File: config.mk
export PLATFORM = sky130hd
export DESIGN_NAME = jtag_dr_sequencer
export DESIGN_NICKNAME = d
export VERILOG_FILES = /design/src/rtl/jtag_dr_pkg.sv /design/src/rtl/jtag_dr_sequencer.sv
export SDC_FILE = /design/constraint.sdc
export NUM_CORES = 1
export LEC_CHECK = 0
export CORE_MARGIN = 1
export CORE_UTILIZATION = 56
export DETAILED_ROUTE_END_ITERATION = 10
export PLACE_DENSITY = 0.93
export SETUP_SLACK_MARGIN = 0.2
export SYNTH_ARGS = -nofsm -noshare
export SYNTH_HDL_FRONTEND = slang
export SYNTH_SLANG_ARGS = --single-unit
File: constraint.sdc
create_clock -name clk_i -period 3.1 [get_ports clk_i]
set_input_delay 0.62 -clock clk_i [delete_from_list [all_inputs] [get_ports clk_i]]
set_output_delay 0.62 -clock clk_i [all_outputs]
set_load 0.05 [all_outputs]
File: src/rtl/jtag_dr_pkg.sv
// Shared constants for the LM32 debug user-DR sequencer: FSM encodings,
// status-bit offsets (relative to DATA_WIDTH) and the NOP opcode.
package jtag_dr_pkg;

    localparam int unsigned PKG_DATA_WIDTH = 8;
    localparam int unsigned PKG_ADDR_WIDTH = 3;

    typedef logic [1:0] dr_state_t;

    localparam dr_state_t S_IDLE  = 2'd0;
    localparam dr_state_t S_SHIFT = 2'd1;
    localparam dr_state_t S_EXIT1 = 2'd2;

    // Status bits sit directly above the response payload in the captured frame.
    localparam int unsigned ST_RSP_FULL_OFS = 0;
    localparam int unsigned ST_BUSY_OFS     = 1;
    localparam int unsigned ST_OVR_OFS      = 2;

    localparam int unsigned OP_NOP = 0;

endpackage

File: src/rtl/jtag_dr_sequencer.sv
// TCK-domain user-DR sequencer: frames capture/shift/exit1/update, checks the
// frame length, and exchanges commands/responses with the debug core.
module jtag_dr_sequencer
    import jtag_dr_pkg::*;
#(
    parameter int unsigned DATA_WIDTH = PKG_DATA_WIDTH,
    parameter int unsigned ADDR_WIDTH = PKG_ADDR_WIDTH
) (
    input  logic                  clk_i,
    input  logic                  rst_i,
    input  logic                  jtag_tdi_i,
    output logic                  jtag_tdo_o,
    input  logic                  jtag_capture_i,
    input  logic                  jtag_shift_i,
    input  logic                  jtag_e1dr_i,
    input  logic                  jtag_update_i,
    input  logic                  jtag_reset_i,
    output logic [ADDR_WIDTH-1:0] cmd_addr_o,
    output logic [DATA_WIDTH-1:0] cmd_data_o,
    output logic                  cmd_valid_o,
    input  logic                  cmd_ready_i,
    input  logic [DATA_WIDTH-1:0] rsp_data_i,
    input  logic                  rsp_valid_i,
    output logic                  rsp_ready_o
);

    localparam int unsigned DR_LEN      = ADDR_WIDTH + DATA_WIDTH;
    localparam int unsigned CNT_W       = $clog2(DR_LEN + 2);
    localparam int unsigned ST_RSP_FULL = DATA_WIDTH + ST_RSP_FULL_OFS;
    localparam int unsigned ST_BUSY     = DATA_WIDTH + ST_BUSY_OFS;
    localparam int unsigned ST_OVR      = DATA_WIDTH + ST_OVR_OFS;

    localparam logic [CNT_W-1:0] CNT_FULL = CNT_W'(DR_LEN);
    localparam logic [CNT_W-1:0] CNT_SAT  = CNT_W'(DR_LEN + 1);

    dr_state_t             state_q,   state_d;
    logic [DR_LEN-1:0]     sr_q,      sr_d;
    logic [CNT_W-1:0]      bit_cnt_q, bit_cnt_d;
    logic                  cap_rsp_q, cap_rsp_d;

    logic [ADDR_WIDTH-1:0] cmd_addr_q,  cmd_addr_d;
    logic [DATA_WIDTH-1:0] cmd_data_q,  cmd_data_d;
    logic                  cmd_valid_q, cmd_valid_d;
    logic                  overrun_q,   overrun_d;
    logic [DATA_WIDTH-1:0] rsp_buf_q,   rsp_buf_d;
    logic                  rsp_full_q,  rsp_full_d;

    logic [DR_LEN-1:0]     status;
    logic                  commit;
    logic [ADDR_WIDTH-1:0] frame_addr;
    logic [DATA_WIDTH-1:0] frame_data;

    always_comb begin
        status                  = '0;
        status[DATA_WIDTH-1:0]  = rsp_buf_q;
        status[ST_RSP_FULL]     = rsp_full_q;
        status[ST_BUSY]         = cmd_valid_q;
        status[ST_OVR]          = overrun_q;
    end

    assign frame_addr = sr_q[DR_LEN-1:DATA_WIDTH];
    assign frame_data = sr_q[DATA_WIDTH-1:0];

    // Frame sequencer: shift register, bit counter and TAP-phase FSM.
    always_comb begin
        state_d   = state_q;
        sr_d      = sr_q;
        bit_cnt_d = bit_cnt_q;
        cap_rsp_d = cap_rsp_q;
        commit    = 1'b0;
        if (jtag_reset_i) begin
            state_d   = S_IDLE;
            bit_cnt_d = '0;
        end else begin
            case (state_q)
                S_IDLE: begin
                    if (jtag_capture_i) begin
                        state_d   = S_SHIFT;
                        sr_d      = status;
                        bit_cnt_d = '0;
                        cap_rsp_d = rsp_full_q;
                    end
                end
                S_SHIFT: begin
                    if (jtag_shift_i) begin
                        sr_d = {jtag_tdi_i, sr_q[DR_LEN-1:1]};
                        if (bit_cnt_q != CNT_SAT) begin
                            bit_cnt_d = bit_cnt_q + 1'b1;
                        end
                    end
                    if (jtag_e1dr_i) begin
                        state_d = S_EXIT1;
                    end
                end
                S_EXIT1: begin
                    if (jtag_update_i) begin
                        state_d = S_IDLE;
                        commit  = (bit_cnt_q == CNT_FULL);
                    end else if (jtag_capture_i) begin
                        // Pause/re-enter: the partial frame is discarded and status re-sampled.
                        state_d   = S_SHIFT;
                        sr_d      = status;
                        bit_cnt_d = '0;
                        cap_rsp_d = rsp_full_q;
                    end
                end
                default: begin
                    state_d = S_IDLE;
                end
            endcase
        end
    end

    always_ff @(posedge clk_i or posedge rst_i) begin
        if (rst_i) begin
            state_q   <= S_IDLE;
            sr_q      <= '0;
            bit_cnt_q <= '0;
            cap_rsp_q <= 1'b0;
        end else begin
            state_q   <= state_d;
            sr_q      <= sr_d;
            bit_cnt_q <= bit_cnt_d;
            cap_rsp_q <= cap_rsp_d;
        end
    end

    // Command/response handshake registers.
    always_comb begin
        cmd_addr_d  = cmd_addr_q;
        cmd_data_d  = cmd_data_q;
        cmd_valid_d = cmd_valid_q;
        overrun_d   = overrun_q;
        rsp_buf_d   = rsp_buf_q;
        rsp_full_d  = rsp_full_q;

        if (cmd_valid_q && cmd_ready_i) begin
            cmd_valid_d = 1'b0;
        end
        if (commit && (frame_addr != ADDR_WIDTH'(OP_NOP))) begin
            if (!cmd_valid_q || cmd_ready_i) begin
                cmd_addr_d  = frame_addr;
                cmd_data_d  = frame_data;
                cmd_valid_d = 1'b1;
            end else begin
                overrun_d = 1'b1;
            end
        end

        // An ack only happens when rsp_full was set at capture and is still set, so
        // it can never coincide with a response load below.
        if (commit && cap_rsp_q) begin
            rsp_full_d = 1'b0;
        end
        if (rsp_valid_i && !rsp_full_q) begin
            rsp_buf_d  = rsp_data_i;
            rsp_full_d = 1'b1;
        end

        if (jtag_reset_i) begin
            overrun_d = 1'b0;
        end
    end

    always_ff @(posedge clk_i or posedge rst_i) begin
        if (rst_i) begin
            cmd_addr_q  <= '0;
            cmd_data_q  <= '0;
            cmd_valid_q <= 1'b0;
            overrun_q   <= 1'b0;
            rsp_buf_q   <= '0;
            rsp_full_q  <= 1'b0;
        end else begin
            cmd_addr_q  <= cmd_addr_d;
            cmd_data_q  <= cmd_data_d;
            cmd_valid_q <= cmd_valid_d;
            overrun_q   <= overrun_d;
            rsp_buf_q   <= rsp_buf_d;
            rsp_full_q  <= rsp_full_d;
        end
    end

    assign jtag_tdo_o  = sr_q[0];
    assign cmd_addr_o  = cmd_addr_q;
    assign cmd_data_o  = cmd_data_q;
    assign cmd_valid_o = cmd_valid_q;
    assign rsp_ready_o = ~rsp_full_q;

endmodule

==> metrics.csv, run 1 <==
metric;value;unit
status;complete, no violations;
GRT overflow;0;
worst ir drop on vdd;0.3562;mV
Clock Path Buffers;2;
FP Rows;20;
CTS Buf Count;5;
RSZ-0062 raised after global routing;false;
die area;3631;sq um
asr flop ratio synth;100.0;%
DR WL/cell;15.26;um
post-DP HPWL;2.723;mm
pwr dens;548.6;nW/um^2
Reg power frac;56.2;%
Setup crit end kind;primary output;
slowest CP cell;clkdlybuf4s50_1;
initial antenna violation count;0;
share of the synthesized area in the top cell type;52.67;%
clock sinks;40;
crit path kind;reg -> out;
Area contributors post-synth;dfrtp_1 (53%), mux2_4 (16%), nand2_1 (6.9%);
Post-synth EDFFs;0;
Post-CTS Setup Bufs;0;
fin crit share;73.75;%
Cells after Synth;159;
violation count after the first detailed-route iteration;52;
Slew Limit Fails;0;
count leader, synth;dfrtp_1;
hold crit path type;reg -> reg;
Die Span Y;60.26;um
Post-synth top cells;dfrtp_1 (40), nand2_1 (35), mux2_4 (20), mux2_1 (9), inv_1 (7);
vias in the first global route;1308;
Psw;0.0003779;W
Clk pin slew, worst setup/hold paths;0.11;ns
count of cell types in the netlist;33;
r2r setup slk;1.03;ns
worst slew pin tran;0.7718;ns
worst r2r path cells;5;
Int Pwr;0.0008803;W
Vias;1303;
clock tree from TritonCTS;done;
combinational power share;23.5;%
nets@finish;213;
Worst Path Required;2.48;ns
f_max;437.4;MHz
largest net degree at the start of global routing;41;
area leader, netlist;dfrtp_1;
DR vias/cell;5.475;
setup violators final;0;
maxcap violations;0;
Syn Area/Cell;11.95;sq um
Max-Slew Margin vs Limit;48.49;%
IO buf count;31;
Yosys reg bits;40;
Initial Util;60.76;%
ys flop type;dfrtp_1;
CP max stage delay;0.81;ns
crit-path max FO;3;
Area Growth Syn to Fin;20.67;%
setup tns final;0;ns
# fillers;215;
CORE AREA;3128;sq um
routability cong.;0.8354;
sequential area share after synthesis;52.67;%
die span in x;60.26;um
Routed Antenna Nets;0;
hold path depth;1;
WP data arrival;1.67;ns
Mapped Nets;179;
Cell Area, Synth;1901;sq um
first-pass GRT wire length;6.023;mm
total wire length;3.631;mm
clock latency on the worst-skew pair;0.34;ns
power consumption;0.001258;W
fraction of layout cells with a size suffix above 1;18.04;%
Clock Skew;0.005185;ns
fin crit period;2.286;ns
clock share of power;20.3;%
Sw Ratio;30.04;%
Synth warnings;0;
# IOs;32;
CP startpoint kind;flip-flop;
Remaining DRCs;0;
CTS Hold Buffers Added;0;
DR pass1 iterations;4;
clock root buffer;clkbuf_4;
GRT Util Overall;22.97;%
static leakage;1.051;nW
final hold vios;0;
CTS resizes;0;
H-tree depth;2;
cell chain of the critical path;inv_1 > clkdlybuf4s50_1;
diodes inserted;0;
[per-layer routing]
| metal | vias to the layer above | share of wire [%] | GRT usage, % |
|---|---|---|---|
| met5 | - | 0 | 0 |
| met2 | 36 | 53 | 37.05 |
| met1 | 643 | 41 | 29.20 |
| met3 | 8 | 3.1 | 4.113 |
| li1 | 616 | - | - |
| met4 | 0 | 2.5 | 12.29 |
[kinds of logic (layout without fill, tap and decap cells)]
| logic type | after synthesis | in the layout | synth area share, % |
|---|---|---|---|
| multiplexers | 30 | 30 | 21.73 |
| AO/OA/AOI/OAI | 17 | 17 | 6.584 |
| buffers and inverters | 14 | 49 | 4.082 |
| adder cells (fa/ha/maj) | 2 | 2 | 1.316 |
| flip-flops | 40 | 40 | 52.67 |
| AND/OR/NAND/NOR | 56 | 56 | 13.63 |
[worst paths after layout]
check | from | endpoint
max in group asynchronous | rst_i | bit_cnt_q[2]
worst max-delay path | rsp_full_q | rsp_ready_o
worst min-delay path | rsp_buf_q[4] | rsp_buf_q[4]
worst min register to register | rsp_buf_q[4] | rsp_buf_q[4]
worst max register to register | state_q[0] | sr_q[10]
min in group asynchronous | rst_i | cmd_data_o[0]
[cell usage in the layout (no fill, tap or decap), types with 2 or more instances in the layout]
master	count
buf_4	3
nor2b_1	2
clkdlybuf4s50_1	31
nor2_1	5
o21ai_0	4
nand3_1	3
inv_1	7
ha_1	2
mux2_4	20
mux2_1	9
nand2b_1	2
dfrtp_1	40
a21oi_1	4
nand4_1	2
nand2_1	35
clkinv_2	2
clkbuf_4	5
[sequential cells by signal, summed over array words and instances (netlist names), 2 cells and up]
signal and cells:
state_q 2, bit_cnt_q 4, cmd_data_o 8, sr_q 11, cmd_addr_o 3, rsp_buf_q 8
[metrics by stage]
step | worst slack, ns | instance area (sq um) | hold slack, ns | instances | utilization, %
finish | 0.8138 | 2293 | 0.4992 | 238 | 73.32
global route | 0.7649 | 2293 | 0.5281 | 238 | 73.32
CTS | 0.8025 | 2293 | 0.5046 | 238 | 73.32
detailed placement | 0.5606 | 2237 | 0.4748 | 230 | 71.52
global placement | 0.6618 | 2237 | 0.4707 | 230 | 71.52
floorplan | 1.257 | 1901 | 0.4505 | 159 | -
[power by group through the flow]
stage,registers (W),clock network [W],logic (W)
after floorplan,0.000711,0,0.000210
after global routing,0.000719,0.000288,0.000322
after detailed placement,0.000719,0,0.000299
final,0.000707,0.000255,0.000296
after CTS,0.000707,0.000264,0.000299
after global placement,0.000708,0,0.000283
[worst max-delay path, delay by kind of cell (launching register included)]
kind | cells | cell delay (ns)
flops | 1 | 0.42
buf+inv | 2 | 0.91
[area by class of cell]
cell class                 instances  area (sq um)  share of cell area, %
clock buffer                       5         37.54                  1.637
clock inverter                     3         18.77                 0.8183
inverter                           7         26.28                  1.146
multi-input combinational        105         822.0                  35.84
sequential                        40          1001                  43.64
tap                               44         55.05                  2.400
timing repair buffer              34         332.8                  14.51
No activity file was read; power rests on OpenSTA's default activity.
==> run 2, diff against run 1 <==
CORE_UTILIZATION = 47   (was 56)
PLACE_DENSITY = 0.84   (was 0.93)
clock period = 1.9 ns   (was 3.1 ns; I/O delays follow)
==> run 2 against run 1 <==
Effect of this change: combinational power rose by 70%; clock power rose to 2.7 times the previous value; final area rose by 11%; core utilization fell by 6.0 points; global-route usage fell by 5.1 points; critical path depth rose by 4; register-to-register slack got worse by 0.90 ns; die area rose by 18%; first-iteration DRC count fell by 27%; via count rose by 3.5%; cell count rose by 9.7%; critical path type is now in -> reg; critical endpoint is now cmd_data_o[1].
==> metrics.csv, run 2 (synthesized netlist as in run 1, its figures left out) <==
metric;value;unit
CP startpoint kind;input pin;
total wire length;3.594;mm
FP Rows;22;
DR pass1 iterations;5;
vias in the first global route;1300;
largest net degree at the start of global routing;41;
die area;4302;sq um
hold crit path type;in -> reg;
Max-Slew Margin vs Limit;67.28;%
DR vias/cell;5.169;
Top Family by Delay on Critical Path;buffers and inverters;
fin crit period;1.773;ns
Initial Util;50.40;%
GRT Util Overall;17.90;%
DR WL/cell;13.77;um
crit path kind;in -> reg;
# fillers;258;
GRT overflow;0;
final worst slack;0.1274;ns
Final Instance Area;2540;sq um
Crit Reg-Reg Endpoint;cmd_data_o[1];
fraction of layout cells with a size suffix above 1;27.70;%
DP Worst Slack;-0.2570;ns
r2r startpoint;bit_cnt_q[1];
non-filler cells, final;261;
nets@finish;232;
Clk pin slew, worst setup/hold paths;0.08;ns
maxcap violations;0;
clock sinks;40;
H-tree depth;2;
worst ir drop on vdd;0.4943;mV
Setup crit end kind;flip-flop;
hold_sp;jtag_update_i;
initial antenna violation count;0;
clock tree from TritonCTS;done;
status;complete, no violations;
Clock Path Buffers;2;
Area Growth Syn to Fin;33.64;%
Top reg by flops;sr_q;
WP data arrival;1.96;ns
setup violators final;0;
f_max;564.1;MHz
CP max stage delay;0.51;ns
fin crit share;93.30;%
IO buf count;31;
pwr dens;924.7;nW/um^2
WP buf/inv;2;
placed cells;245;
CORE AREA;3771;sq um
r2r setup slk;0.13;ns
most common cell after layout, fill and taps aside;dfrtp_1;
Remaining DRCs;0;
placed instance area;2330;sq um
slowest CP cell;clkdlybuf4s50_1;
static leakage;1.248;nW
final hold vios;0;
Worst Path Required;2.08;ns
worst slew pin tran;0.4928;ns
clock root buffer;clkbuf_8;
hold path depth;4;
violation count after the first detailed-route iteration;38;
Die Span Y;65.59;um
Slew Limit Fails;0;
leading cell types in the layout, fill and taps excluded;dfrtp_1 (40), nand2_1 (35), buf_4 (22);
worst r2r path cells;6;
cell chain of the critical path;clkdlybuf4s50_1 > nor2_1 > nand4_1 > nor2b_4 > clkbuf_16 > mux2_4;
routability cong.;0.8296;
Clock Skew;0.005792;ns
clock latency on the worst-skew pair;0.29;ns
die span in x;65.59;um
# IOs;32;
crit-path max FO;5;
first-pass GRT wire length;5.692;mm
Routed Antenna Nets;0;
RSZ-0062 raised after global routing;true;
post-DP HPWL;2.442;mm
diodes inserted;0;
CTS Buf Count;5;
Largest register FFs;11;
Vias;1349;
Worst Hold Path EP;state_q[1];
## run 2: changes by cell type in the layout (fill, tap and decap cells not counted), moves of 2 or more
cell	change
clkdlybuf4s50_1	-15
clkinv_2	-2
clkbuf_8	+5
buf_12	+2
buf_4	+19
dlygate4sd2_1	+11
clkbuf_4	-5
## run 2: how the worst max path moves through the flow
stage	depth (start not counted)	end	slack, ns	startpoint
2_1_floorplan	6	cmd_addr_o[0]	0.26	bit_cnt_q[0]
3_3_place_gp	5	sr_q[10]	-0.22	jtag_update_i
3_5_place_dp	5	sr_q[10]	-0.26	jtag_update_i
4_1_cts	6	cmd_addr_o[2]	0.16	jtag_update_i
5_1_grt	6	cmd_data_o[1]	0.07	bit_cnt_q[1]
6_report	6	cmd_data_o[1]	0.13	jtag_reset_i
## run 2: per-stage QoR
stage | hold WS [ns] | util, % | total power, W | TNS [ns]
floorplan | 0.4505 | - | 0.001503 | 0
global placement | 0.4688 | 61.78 | 0.001627 | -3.648
detailed placement | 0.4790 | 61.78 | 0.001656 | -4.085
CTS | 0.4975 | 65.20 | 0.002355 | 0
global route | 0.5088 | 67.35 | 0.002472 | 0
finish | 0.4897 | 67.35 | 0.002349 | 0
## run 2: what timing repair did
action | CTS | global route
setup buffers | 3 | 4
endpoints found under the setup margin | 33 | 13
pin swaps | 1 | 3
cloned | 0 | 1
hold buffers | 0 | 0
gates resized for setup | 12 | 4
## run 2: routing by layer
layer	track usage, %	part of all wire (%)
met5	0	0
met4	8.967	1.9
met3	4.340	3.1
met2	28.99	49
met1	22.17	46
## run 2: worst min-delay path, cell delays in order
cell and delay [ns]:
dlymetal6s2s_1 0.13, nor4b_1 0.08, a21oi_1 0.11, nor2_1 0.05
## run 2: power breakdown
group          switching [W]  internal [W]
clock               0.000303      0.000395
sequential          0.000124       0.00102
combinational       0.000211      0.000293
## run 2: cell type report
class / count / area (sq um) / area share (%)
clock inverter: 3 / 46.29 / 1.823
inverter: 7 / 26.28 / 1.034
timing repair buffer: 53 / 499.2 / 19.66
sequential: 40 / 1001 / 39.41
multi-input combinational: 105 / 838.3 / 33.00
tap: 48 / 60.06 / 2.365
clock buffer: 5 / 68.82 / 2.709
==> run 3, diff against run 2 <==
HOLD_SLACK_MARGIN = 0.12   (was unset)
RECOVER_POWER = 50   (was unset)
==> run 3 against run 2 <==
Effect of this change: global-route usage stayed put; largest power group unchanged; clock power hardly changed; critical path type unchanged; first-iteration DRC count is 7.9% higher; core utilization is 0.37 points lower; register-to-register slack hardly changed; final area is 0.54% lower; maximum frequency hardly changed; count of clock-buffer cells in the layout stayed put; total power is 0.57% lower; setup slack hardly changed.
==> metrics.csv, run 3 (synthesized netlist as in run 1, its figures left out) <==
metric;value;unit
Int Pwr;0.001699;W
r2r setup slk;0.13;ns
met2 Use GR;28.99;%
largest net degree at the start of global routing;41;
status;complete, no violations;
CP max stage delay;0.51;ns
initial antenna violation count;0;
total wire length;3.575;mm
WP buf/inv;2;
crit path kind;in -> reg;
placed cells;245;
# IOs;32;
area of the multi-input gates;838.3;sq um
Initial Util;50.40;%
nets@finish;232;
Vias;1343;
setup violators final;0;
leading cell types in the layout, fill and taps excluded;dfrtp_1 (40), nand2_1 (35), mux2_4 (21);
GR Util met3;4.340;%
Reg power frac;49.1;%
DR WL/cell;13.70;um
Max-Slew Margin vs Limit;38.58;%
r2r startpoint;bit_cnt_q[1];
GR peak layer;met2;
Die Span Y;65.59;um
hold_sp;jtag_update_i;
combinational power share;21.0;%
clock share of power;29.9;%
CORE AREA;3771;sq um
GRT Util Overall;17.90;%
Register Area;1001;sq um
diodes inserted;0;
Final Instance Area;2526;sq um
post-DP HPWL;2.442;mm
maxcap violations;0;
non-filler cells, final;261;
Setup crit end kind;flip-flop;
f_max;564.1;MHz
Psw;0.0006368;W
CP startpoint kind;input pin;
Top reg by flops;sr_q;
worst r2r path cells;6;
Crit Reg-Reg Endpoint;cmd_data_o[1];
Finished Core Util;66.99;%
Clock Path Buffers;2;
# fillers;265;
H-tree depth;2;
clock tree from TritonCTS;done;
clock root buffer;clkbuf_8;
crit path capture;cmd_data_o[1];
fraction of layout cells with a size suffix above 1;26.29;%
final hold vios;0;
Remaining DRCs;0;
setup tns final;0;ns
Sw Ratio;27.27;%
die area;4302;sq um
fin crit period;1.773;ns
Clock Skew;0.005991;ns
vias in the first global route;1300;
Clk pin slew, worst setup/hold paths;0.08;ns
Slew Limit Fails;0;
DR pass1 iterations;4;
first-pass GRT wire length;5.692;mm
FP Rows;22;
cell chain of the critical path;clkdlybuf4s50_1 > nor2_1 > nand4_1 > nor2b_4 > clkbuf_16 > mux2_4;
Largest register FFs;11;
static leakage;1.236;nW
IO buf count;31;
crit path from;jtag_reset_i;
power consumption;0.002335;W
Worst Path Required;2.08;ns
RSZ-0062 raised after global routing;true;
most common cell after layout, fill and taps aside;dfrtp_1;
routability cong.;0.8296;
WP data arrival;1.96;ns
slowest CP cell;clkdlybuf4s50_1;
worst slew pin tran;0.9212;ns
Top Family by Delay on Critical Path;buffers and inverters;
Area Growth Syn to Fin;32.92;%
Routed Antenna Nets;0;
fin crit share;93.31;%
die span in x;65.59;um
pwr dens;924.5;nW/um^2
worst ir drop on vdd;0.4921;mV
hold crit path type;in -> reg;
crit-path max FO;5;
WP depth;6;
placed instance area;2330;sq um
clock sinks;40;
CTS Buf Count;5;
clock latency on the worst-skew pair;0.29;ns
met1 Usage GRT;22.17;%
GRT overflow;0;
violation count after the first detailed-route iteration;41;
DR vias/cell;5.146;
-- run 3: power by group through the flow --
stage	Clock [W]	Sequential, W	Combinational [W]
after floorplan	0	0.00116	0.000343
after global placement	0	0.00115	0.000477
after detailed placement	0	0.00116	0.000491
after CTS	0.000710	0.00115	0.000497
after global routing	0.000754	0.00117	0.000535
final	0.000698	0.00115	0.000491
-- run 3: worst register-to-register path: stages, from the launching register on --
cell       delay [ns]
dfrtp_1          0.37
ha_2             0.19
and4b_1          0.22
nand4_1          0.19
nor2b_4          0.23
clkbuf_16        0.18
mux2_4           0.29
-- run 3: repair_timing --
action	in CTS	in global routing
hold buffers	0	0
setup endpoints to repair	33	13
gates cloned	0	1
resized for setup	12	4
pin swaps	1	3
endpoints found under the hold margin	0	0
setup buffers	3	4
-- run 3: per-layer routing --
metal / part of all wire, % / wire length [um]
met1: 46 / 1632
met4: 1.9 / 68
met3: 2.6 / 93
met5: 0 / 0
met2: 50 / 1781
-- run 3: metrics by stage --
step | setup slack (ns) | hold slack, ns
global route | 0.06932 | 0.5088
CTS | 0.1566 | 0.4975
floorplan | 0.2560 | 0.4505
global placement | -0.2214 | 0.4688
finish | 0.1272 | 0.4941
detailed placement | -0.2570 | 0.4790
-- run 3: worst min-delay path by stage --
stage,end,slack [ns],cells past startpoint
2_1_floorplan,cap_rsp_q,0.45,2
6_report,state_q[1],0.49,4
3_3_place_gp,rsp_buf_q[5],0.47,1
4_1_cts,rsp_buf_q[2],0.50,1
5_1_grt,rsp_buf_q[2],0.51,1
3_5_place_dp,rsp_buf_q[2],0.48,1
-- run 3: final cells by class --
| cell class | instances | share of cell area (%) |
|---|---|---|
| sequential | 40 | 39.62 |
| timing repair buffer | 53 | 19.22 |
| tap | 48 | 2.377 |
| inverter | 7 | 1.040 |
| multi-input combinational | 105 | 33.18 |
| clock buffer | 5 | 2.724 |
| clock inverter | 3 | 1.833 |
